--- src/rtl/asdpmem_reader_if.sv ---
// ============================================================================
// asdpmem_reader_if : command, B-port read and output-stream bundle for asdpmem_reader
// Rev 1.0
// ============================================================================
`default_nettype none

interface asdpmem_reader_if #(
  parameter int DEPTH = 6,
  parameter int WIDTH = 32
);
  logic             start;
  logic [DEPTH-1:0] base;
  logic [DEPTH:0]   len;
  logic             busy;
  logic             done;
  logic [DEPTH-1:0] addrb;
  logic [WIDTH-1:0] dob;
  logic             m_valid;
  logic             m_ready;
  logic [WIDTH-1:0] m_data;

  modport master (
    output start, base, len, dob, m_ready,
    input  busy, done, addrb, m_valid, m_data
  );

  modport slave (
    input  start, base, len, dob, m_ready,
    output busy, done, addrb, m_valid, m_data
  );
endinterface

`default_nettype wire

--- src/rtl/asdpmem_reader.sv ---
// ============================================================================
// asdpmem_reader : burst reader from a 1-cycle-latency RAM port into a 2-deep stream FIFO
// Rev 1.0
// ============================================================================
`default_nettype none

module asdpmem_reader #(
  parameter int DEPTH = 6,
  parameter int WIDTH = 32
) (
  input  wire logic        clk,
  input  wire logic        rst,
  asdpmem_reader_if.slave  bus
);

  localparam logic [1:0] c_IDLE  = 2'd0;
  localparam logic [1:0] c_RUN   = 2'd1;
  localparam logic [1:0] c_DRAIN = 2'd2;

  logic [1:0]       r_state;
  logic [1:0]       w_state_nxt;
  logic [DEPTH-1:0] r_addr;
  logic [DEPTH:0]   r_remain;
  logic             r_inflight;
  logic [WIDTH-1:0] r_fifo [2];
  logic             r_wptr;
  logic             r_rptr;
  logic [1:0]       r_count;
  logic             r_done;

  logic             w_pop;
  logic             w_issue;
  logic             w_accept;
  logic             w_last_pop;
  logic             w_busy;
  logic             w_done_nxt;
  logic [2:0]       w_occ;

  assign w_pop      = (r_count != 2'd0) && bus.m_ready;
  // Occupancy the FIFO will have once this cycle's landing read and pop settle.
  assign w_occ      = {1'b0, r_count} + {2'b00, r_inflight} - {2'b00, w_pop};
  assign w_issue    = (r_state == c_RUN) && (r_remain != '0) && (w_occ < 3'd2);
  assign w_accept   = (r_state == c_IDLE) && bus.start;
  assign w_last_pop = w_pop && (r_count == 2'd1) && !r_inflight;

  always_ff @(posedge clk or posedge rst) begin
    if (rst) begin
      r_state <= c_IDLE;
    end else begin
      r_state <= w_state_nxt;
    end
  end

  always_comb begin
    w_state_nxt = r_state;
    case (r_state)
      c_IDLE:  if (bus.start && (bus.len != '0)) w_state_nxt = c_RUN;
      c_RUN:   if (w_issue && (r_remain == (DEPTH+1)'(1))) w_state_nxt = c_DRAIN;
      c_DRAIN: if (w_last_pop) w_state_nxt = c_IDLE;
      default: w_state_nxt = c_IDLE;
    endcase
  end

  always_comb begin
    w_busy     = 1'b0;
    w_done_nxt = 1'b0;
    case (r_state)
      c_IDLE:  w_done_nxt = bus.start && (bus.len == '0);
      c_RUN:   w_busy = 1'b1;
      c_DRAIN: begin
        w_busy     = 1'b1;
        w_done_nxt = w_last_pop;
      end
      default: ;
    endcase
  end

  always_ff @(posedge clk or posedge rst) begin
    if (rst) begin
      r_addr     <= '0;
      r_remain   <= '0;
      r_inflight <= 1'b0;
      r_fifo[0]  <= '0;
      r_fifo[1]  <= '0;
      r_wptr     <= 1'b0;
      r_rptr     <= 1'b0;
      r_count    <= 2'd0;
      r_done     <= 1'b0;
    end else begin
      r_done     <= w_done_nxt;
      r_inflight <= w_issue;
      if (w_accept) begin
        r_addr   <= bus.base;
        r_remain <= bus.len;
      end else if (w_issue) begin
        r_addr   <= r_addr + DEPTH'(1);
        r_remain <= r_remain - (DEPTH+1)'(1);
      end
      // dob is valid for the address issued on the previous edge.
      if (r_inflight) begin
        r_fifo[r_wptr] <= bus.dob;
        r_wptr         <= ~r_wptr;
      end
      if (w_pop) begin
        r_rptr <= ~r_rptr;
      end
      r_count <= r_count + {1'b0, r_inflight} - {1'b0, w_pop};
    end
  end

  assign bus.addrb   = r_addr;
  assign bus.busy    = w_busy;
  assign bus.done    = r_done;
  assign bus.m_valid = (r_count != 2'd0);
  assign bus.m_data  = r_fifo[r_rptr];

endmodule

`default_nettype wire
--- src/flat_wrapper.sv ---
// flat-port wrapper written by rule: the top's interface ports become plain ports
module asdpmem_reader_flat 
#(
  parameter int DEPTH = 6,
  parameter int WIDTH = 32
)
  (clk, rst, bus_start, bus_base, bus_len, bus_dob, bus_m_ready, bus_busy, bus_done, bus_addrb, bus_m_valid, bus_m_data);
  asdpmem_reader_if #(.DEPTH(DEPTH), .WIDTH(WIDTH)) bus_i ();
  input  wire logic clk;
  input  wire logic rst;
  input wire logic [$bits(bus_i.start)-1:0] bus_start;
  input wire logic [$bits(bus_i.base)-1:0] bus_base;
  input wire logic [$bits(bus_i.len)-1:0] bus_len;
  input wire logic [$bits(bus_i.dob)-1:0] bus_dob;
  input wire logic [$bits(bus_i.m_ready)-1:0] bus_m_ready;
  output wire logic [$bits(bus_i.busy)-1:0] bus_busy;
  output wire logic [$bits(bus_i.done)-1:0] bus_done;
  output wire logic [$bits(bus_i.addrb)-1:0] bus_addrb;
  output wire logic [$bits(bus_i.m_valid)-1:0] bus_m_valid;
  output wire logic [$bits(bus_i.m_data)-1:0] bus_m_data;
  assign bus_i.start = bus_start;
  assign bus_i.base = bus_base;
  assign bus_i.len = bus_len;
  assign bus_i.dob = bus_dob;
  assign bus_i.m_ready = bus_m_ready;
  assign bus_busy = bus_i.busy;
  assign bus_done = bus_i.done;
  assign bus_addrb = bus_i.addrb;
  assign bus_m_valid = bus_i.m_valid;
  assign bus_m_data = bus_i.m_data;
  asdpmem_reader #(.DEPTH(DEPTH), .WIDTH(WIDTH)) u_core (.clk(clk), .rst(rst), .bus(bus_i));
endmodule
--- config.mk ---
export PLATFORM = sky130hd
export DESIGN_NAME = asdpmem_reader_flat
export DESIGN_NICKNAME = d
export VERILOG_FILES = /design/src/rtl/asdpmem_reader_if.sv /design/src/rtl/asdpmem_reader.sv /design/src/flat_wrapper.sv
export SDC_FILE = /design/constraint.sdc
export NUM_CORES = 1
export LEC_CHECK = 0
export BUFFER_PORTS_ARGS = -buffer_cell sky130_fd_sc_hd__clkbuf_2
export CORE_MARGIN = 5
export CORE_UTILIZATION = 35
export DETAILED_ROUTE_END_ITERATION = 10
export GPL_TIMING_DRIVEN = 0
export HOLD_SLACK_MARGIN = 0.03
export PLACE_DENSITY = 0.7
export SKIP_LAST_GASP = 1
export SYNTH_ARGS = -nofsm -noshare
export SYNTH_HDL_FRONTEND = slang
export SYNTH_SLANG_ARGS = --single-unit
--- constraint.sdc ---
create_clock -name clk -period 2.4 [get_ports clk]
set_input_delay 0.24 -clock clk [delete_from_list [all_inputs] [get_ports clk]]
set_output_delay 0.24 -clock clk [all_outputs]
set_load 0.05 [all_outputs]
Yosys cells after proc, flatten, opt, wreduce, memory -nomap -nowiden
Index checks and enable logic that the tools add are counted.

storage, ports and cells
  word-level logic and storage cells = 66
  register bits = 85

operators by class
  add/subtract/negate cells = 6
  multiplexer cells = 16
  reductions and logical operators = 19
  equal/unequal tests = 7
  $lt $le $gt $ge = 4
  bitwise gates (word level) = 4

operators by type and width
  kind                                                 number
  two-way mux 32 bit                                   4
  bitwise mux 64 bit                                   1
  demux 32 bit (select 1 bit)                          1
  two-way mux 7 bit                                    2
  nonzero test 7 bit                                   2
  two-way mux 6 bit                                    2
  logical AND 1 bit                                    10
  equality test 7 x 1 -> 1 bit, second input constant  1
  zero test 7 bit                                      1
  subtractor 7 x 1 -> 7 bit, second input constant     1
  adder 6 x 1 -> 6 bit, second input constant          1
  two-way mux 2 bit                                    3
  case mux 2 bit (3 select lines)                      1
  equality test 2 x 1 -> 1 bit, second input constant  2
  >= comparator 2 bit, second input constant           2
  inequality test 2 bit, second input constant         2
  inverter 1 -> 2 bit                                  2
  nonzero test 2 bit                                   2
  adder 2 x 1 -> 3 bit                                 1
  < comparator 3 x 2 -> 1 bit, second input constant   1
  AND reduction 3 bit                                  1
  subtractor 3 x 1 -> 3 bit                            1
  adder 2 x 1 -> 2 bit                                 1
  equality test 2 bit, second input constant           1
  9 further kinds                                      10

Depth between registers and ports, before layout
Gate-level depths: netlist (run 1).

  word-level depth = 8
  gate-level depth with buffers = 12

Worst setup path before layout (run 1)
No wires, ideal clock.

  path kind = reg2reg
  start = register u_core.r_count[1]
  end = register u_core.r_addr[5], in the netlist u_core.bus.addrb[5]
  data arrival time = 2.658 ns
  data required time = 2.318 ns
  period minus slack after synthesis = 2.740 ns
  stages on the path, launching flop included = 11
  slack = -0.340 ns
  path through = dfrtp_1 or2_2 nand2_1 or2_2 nand2_1 ha_1 fa_1 nor3_4 nand2_4 or3_1 a31oi_1

on the way
  word-level cells in the longest chain between the ends = 6
  elaborated cells between the ends (all ways) = 7

RTL lines
  element                              RTL line               source
  from (decl)                          asdpmem_reader.sv:28   logic [1:0] r_count;
  from (signal assigned)               asdpmem_reader.sv:107  r_count <= r_count + {1'b0, r_inflight} - {1'b0, w_pop};
  nonzero test 2 bit                   --
  named net bus_m_valid                flat_wrapper.sv:19     output wire logic [$bits(bus_i.m_valid)-1:0] bus_m_valid;
  logical AND 1 bit                    asdpmem_reader.sv:39   assign w_pop = (r_count != 2'd0) && bus.m_ready;
  subtractor 3 x 1 -> 3 bit            asdpmem_reader.sv:41   assign w_occ = {1'b0, r_count} + {2'b00, r_inflight} - {2'b00, w_pop};
  named net u_core.w_occ[1]            asdpmem_reader.sv:37   logic [2:0] w_occ;
  < comparator 3 x 2 -> 1 bit          asdpmem_reader.sv:42   assign w_issue = (r_state == c_RUN) && (r_remain != '0) && (w_occ < 3'd2);
  logical AND 1 bit                    asdpmem_reader.sv:42
  nonzero test 2 bit (no source line)  --
  to (signal assigned)                 asdpmem_reader.sv:93   r_addr <= bus.base;
  to (signal assigned)                 asdpmem_reader.sv:96   r_addr <= r_addr + DEPTH'(1);
  to (decl)                            asdpmem_reader.sv:22   logic [DEPTH-1:0] r_addr;

The timed path passes the listed nets, and every way through them passes these cells.
A chain may end at the register's enable or synchronous reset.

Worst setup path in the final report (run 1)
  start = register u_core.r_count[0]
  end = register u_core.r_addr[5], in the netlist u_core.bus.addrb[5]

on the way
  word-level cells in the longest chain between the ends = 6
  elaborated cells between the ends (all ways) = 7

RTL lines
  element                                                       RTL line
  branches (longest 2 deep; another with adder 2 x 1 -> 3 bit)  --
  subtractor 3 x 1 -> 3 bit (*)                                 asdpmem_reader.sv:41
  named net u_core.w_occ[1]                                     asdpmem_reader.sv:37
  < comparator 3 x 2 -> 1 bit (*)                               asdpmem_reader.sv:42
  logical AND 1 bit (*)                                         asdpmem_reader.sv:42
  nonzero test 2 bit (no source line) (*)                       --

Mark *: on every way through the listed nets, which the timed path passes.

==> flow_summary.yaml, run 1 <==
logic_synthesis:
  yosys-top-cells-area: "dfrtp_1 53%, mux2_2 27%, ha_1 2.5%"
  synth_seq_area_share_pct: 53.2
  syn_area_per_cell_um2: 13.5
  syn-instance-count: 296
  synth_seq_cells: 85
  synth.distinct_cells: 37
  yosysTopAreaCellShare_pct: 53.2
  yosysTopAreaCell: "dfrtp_1"
  syn_nets: 354
  syn_area_um2: 4000
  yosysWarnings: 0
timing:
  final-hold-violation-count: 0
  setup_violations: 14
  maxSlewHeadroom_pct: 55.7
  fin_ws_ns: -0.155
  timing.fmax_ghz: 0.391
  worst_slew_pin_slew_ns: 0.664
  fin_worst_skew_ns: 0.00503
  period_needed_ns: 2.55
  period_share_pct: 106
  rsz0062_at_grt: "true"
  slew_viol_final: 0
  setup-tns-final_ns: -1.30
job:
  max_cap_viol_count: 0
clock_tree:
  clk_latency_ns: 0.33
  clk_transition_reported_paths_ns: 0.06
  clock_sinks: 85
  htreeDepth: 3
  cts.path.max_buffers: 2
  cts_tree: "yes"
  root_buffer: "clkbuf_16"
  numCtsBuffers: 9
floorplanning:
  rows: 39
  core_area_um2: 11300
  io_pins: 90
  die-area_um2: 13700
  die_h_um: 117
  die_w_um: 117
  start_util_pct: 35.3
layout:
  stdcell_count: 555
  mostFrequentLayoutCells: "95 x mux2_2, 92 x clkbuf_2, 85 x dfrtp_1, 15 x nor2_1, 11 x a21oi_1"
  final_common_cell: "mux2_2"
  finalNetCount: 465
  antenna_cells: 0
  drive_gt1_share_pct: 58.3
  syn2layout_area_growth_pct: 28.5
global_routing:
  grt_first_pass_wirelength_um: 13700
  grt-ovfl-total: 0
  grt_pass1_vias: 2883
  grt_start_max_net_pins: 33
  grtUsageTotal_pct: 13.0
  antenna_found_initial: 0
routing:
  wl_per_cell_um: 15.2
  wl_um: 8440
  drt_iter0_drc: 98
  vias: 2682
  drc: 0
  ant_nets: 0
  drtPass1Iterations: 4
  vias_per_cell: 4.83
min_path:
  worstHoldEndpoint: "u_core.r_fifo[46]"
  hp-class: "in -> reg"
  min_path_cells: 2
  min_from: "bus_dob[14]"
critical_path:
  timing.rr.start: "u_core.r_count[0]"
  r2r_cells: 10
  reg2reg_to: "u_core.bus.addrb[5]"
  crit_path_start_kind: "flop"
  cp.required_ns: 2.65
  worst_setup_path_end_kind: "flop"
  critPathMaxFanout: 5
  crit_arrival_ns: 2.80
  reg2reg_slack_ns: -0.15
  crit_type: "reg -> reg"
place:
  dp.cells: 530
  gp_congestion: 0.757
  dp_hpwl_um: 6220
  port_buffers: 89
status:
  violations: "negative setup slack"
  status: "finished with violations"
## synthesized netlist by cell type (all sizes together)
cell type	number
mux2	97
dfrtp	85
nor2	15
a21oi	14
inv	10
xor2	10
ha	8
buf	7
clkbuf	7
nand2	7
nand3	4
and3	3
mux2i	3
nand4	3
xnor2	3
a31oi	2
nor3	2
nor4	2
or2	2
a32o	1
and4	1
fa	1
nand2b	1
nand3b	1
nand4b	1
nor2b	1
nor4bb	1
o21ai	1
o22ai	1
or3	1
or4	1
## layout make-up
cell class,instances,area [um^2]
Sequential cell,85,2130
Tap cell,143,179
Clock inverter,3,43.8
Timing Repair Buffer,100,563
Buffer,14,67.6
Fill cell,1037,6180
Multi-Input combinational cell,187,1860
Inverter,10,41.3
Clock buffer,13,260
## worst max path at each step
stage	start	end
after floorplan	u_core.r_count[1]	u_core.bus.addrb[5]
after global placement	u_core.r_count[1]	u_core.bus.addrb[5]
after detailed placement	u_core.r_count[0]	u_core.bus.addrb[5]
after CTS	u_core.r_count[1]	u_core.bus.addrb[5]
after global routing	u_core.r_count[0]	u_core.bus.addrb[5]
final	u_core.r_count[0]	u_core.bus.addrb[5]
## registers in the layout (all words and copies together), names as in the netlist, 2 cells and up
signal	cells
u_core.r_count	2
u_core.r_fifo	64
u_core.bus.addrb	6
u_core.r_state	2
u_core.r_remain	7
## kinds of logic (layout without fill, tap and decap cells)
logic type	after synthesis	count (layout)	synth area share [%]
adders and majority gates	9	9	3.00
AOI/OAI and AO/OA	19	19	2.69
and+or+nand+nor	46	46	7.72
xor gates and xnor gates	13	13	2.85
DFF	85	85	53.2
muxes	100	100	28.0
buffers and inverters	24	140	2.53
## per-layer routing
layer / vias to the layer above / track usage (%) / share of wire [%] / wire, um
li1: 1264 / - / - / -
met2: 60 / 22.7 / 53 / 4460
met3: 2 / 3.29 / 5.3 / 446
met5: - / 0 / 0 / 0
met1: 1356 / 15.6 / 42 / 3510
met4: 0 / 4.13 / 0.34 / 29
## repair_timing
action | 4_1_cts | 5_1_grt
gates resized for setup | 11 | 7
endpoints found under the setup margin | 44 | 16
cloned | 0 | 1
buffers inserted | 7 | 1
pin swaps | 12 | 9
hold endpoints to repair | 24 | 0
hold buffers | 1 | 0
## worst max-delay path, cell delays in order, from the launching register on
cell	delay, ns
dfrtp_1	0.42
or2_4	0.28
nand2_4	0.07
or2_4	0.12
nand2_2	0.06
ha_4	0.15
fa_2	0.47
nor3_4	0.30
nand2_4	0.11
or3_1	0.33
a31oi_1	0.17
## stage by stage
stage                     instance area (um^2)  utilization [%]  hold WS (ns)  worst slack [ns]
after CTS                                 5120             45.3         0.132            -0.186
after global routing                      5140             45.4         0.144            -0.255
after global placement                    4670             41.3         0.467            -0.158
after floorplan                           4050                -         0.372            -0.130
final                                     5140             45.4         0.146            -0.155
after detailed placement                  4710             41.6         0.340            -0.200
Power of run 1 is left out: the tool's default activity adds up to more than one toggle a clock period on the data nets, which glitch-free logic cannot reach.
==> run 2: changes to the inputs <==
- BUFFER_PORTS_ARGS: -buffer_cell sky130_fd_sc_hd__clkbuf_2 -> -buffer_cell sky130_fd_sc_hd__buf_4
- MAX_ROUTING_LAYER: unset -> met4
==> run 2 against run 1 <==
Against the previous run:
- sequential cell count unchanged
- critical endpoint unchanged
- design area increased by 5.7%
- the run still ends with negative setup slack left
- cell count increased by 0.72%
- first-iteration DRC count decreased by 13%
==> flow_summary.yaml, run 2 (synthesis results as in run 1) <==
critical_path:
  reg2reg_to: "u_core.bus.addrb[5]"
  cp.required_ns: 2.66
  critPathMaxFanout: 7
  slowest_stage: "fa_2"
  timing.rr.start: "u_core.r_count[0]"
  crit_type: "reg -> reg"
  crit_top_cell: "nand2_4"
  path_cells: "or2_4 -> nand2_4 -> or2_4 -> nand2_4 -> ha_4 -> fa_2 -> nor3_4 -> nand2_4 -> or3_1 -> a31oi_1"
  crit_path_start_kind: "flop"
  crit_arrival_ns: 2.75
  r2r_cells: 10
  cpPeakStageDelay_ns: 0.48
  cp_top_family: "simple AND/OR/NAND/NOR gates"
  worst_setup_path_end_kind: "flop"
  worstSetupStartpoint: "u_core.r_count[0]"
  cp_num_buf_inv: 0
  reg2reg_slack_ns: -0.09
timing:
  worst_slew_pin_slew_ns: 0.611
  fin_worst_skew_ns: 0.00716
  setup-tns-final_ns: -0.464
  slew_viol_final: 0
  setup_violations: 12
  whs_ns: 0.136
  rsz0062_at_grt: "true"
  period_share_pct: 104
  maxSlewHeadroom_pct: 59.3
  period_needed_ns: 2.49
  timing.fmax_ghz: 0.402
  final-hold-violation-count: 0
  fin_ws_ns: -0.0891
layout:
  stdcell_count: 559
  largest-register: "u_core.r_fifo"
  largest_reg_flops: 64
  post-route-util_pct: 48.0
  mostFrequentLayoutCells: "99 x buf_4, 95 x mux2_2, 85 x dfrtp_1, 15 x nor2_1, 10 x a21oi_1"
  final_common_cell: "buf_4"
  syn2layout_area_growth_pct: 35.9
  drive_gt1_share_pct: 59.6
  finalNetCount: 469
  antenna_cells: 0
routing:
  vias_per_cell: 4.80
  wl_um: 8720
  drc: 0
  drt_iter0_drc: 85
  vias: 2683
  wl_per_cell_um: 15.6
  drtPass1Iterations: 4
  ant_nets: 0
floorplanning:
  start_util_pct: 35.3
  rows: 39
  die_h_um: 117
  die-area_um2: 13700
  core_area_um2: 11300
  io_pins: 90
  die_w_um: 117
status:
  status: "finished with violations"
  violations: "negative setup slack"
global_routing:
  grt-ovfl-total: 0
  grt_use_met3_pct: 5.91
  grt_start_max_net_pins: 43
  antenna_found_initial: 0
  grt_util_met2_pct: 24.2
  grtUsageTotal_pct: 14.3
  grt_first_pass_wirelength_um: 14300
  grt_pass1_vias: 2920
  met1_usage_pct: 15.8
  busiest_layer: "met2"
clock_tree:
  root_buffer: "clkbuf_16"
  htreeDepth: 3
  clock_sinks: 85
  clk_transition_reported_paths_ns: 0.06
  cts.path.max_buffers: 2
  clk_latency_ns: 0.34
  numCtsBuffers: 9
  cts_tree: "yes"
place:
  dp_hpwl_um: 6140
  port_buffers: 89
  gp_congestion: 0.770
  dp.cells: 530
job:
  max_cap_viol_count: 0
min_path:
  min_path_cells: 2
  worstHoldEndpoint: "u_core.r_fifo[57]"
  hp-class: "in -> reg"
  min_from: "bus_dob[25]"
## run 2: metrics by stage
stage / worst slack, ns / area (um^2)
6_report: -0.0891 / 5440
2_1_floorplan: -0.130 / 4050
5_1_grt: -0.214 / 5440
3_5_place_dp: -0.174 / 4930
4_1_cts: -0.167 / 5400
3_3_place_gp: -0.152 / 4890
## run 2: worst max path at each step
stage	endpoint	slack [ns]	cells past startpoint
finish	u_core.bus.addrb[5]	-0.09	10
global route	u_core.r_remain[2]	-0.21	12
detailed placement	u_core.bus.addrb[5]	-0.17	10
floorplan	u_core.bus.addrb[5]	-0.13	10
global placement	u_core.r_remain[6]	-0.15	11
CTS	u_core.bus.addrb[5]	-0.17	11
## run 2: cell type report
cell class                 instances  area [um^2]
fill                            1012         5880
sequential                        85         2130
multi-input combinational        187         1880
timing repair buffer             104          816
clock buffer                       9          225
tap                              143          179
clock inverter                     7          100
buffer                            14         67.6
inverter                          10         41.3
## run 2: repair_timing
item	CTS	global route
buffers inserted	10	2
gates resized for setup	11	11
setup endpoints to repair	18	35
gates cloned	1	0
pin swaps	12	12
hold endpoints to repair	7	0
hold buffers	1	0
## run 2: layer usage
layer | share of wire (%) | vias to the layer above
met4 | 0.32 | 0
met3 | 6.5 | 2
met2 | 52 | 73
met5 | 0 | -
li1 | - | 1272
met1 | 41 | 1336
Power of run 2 is left out for the same reason.
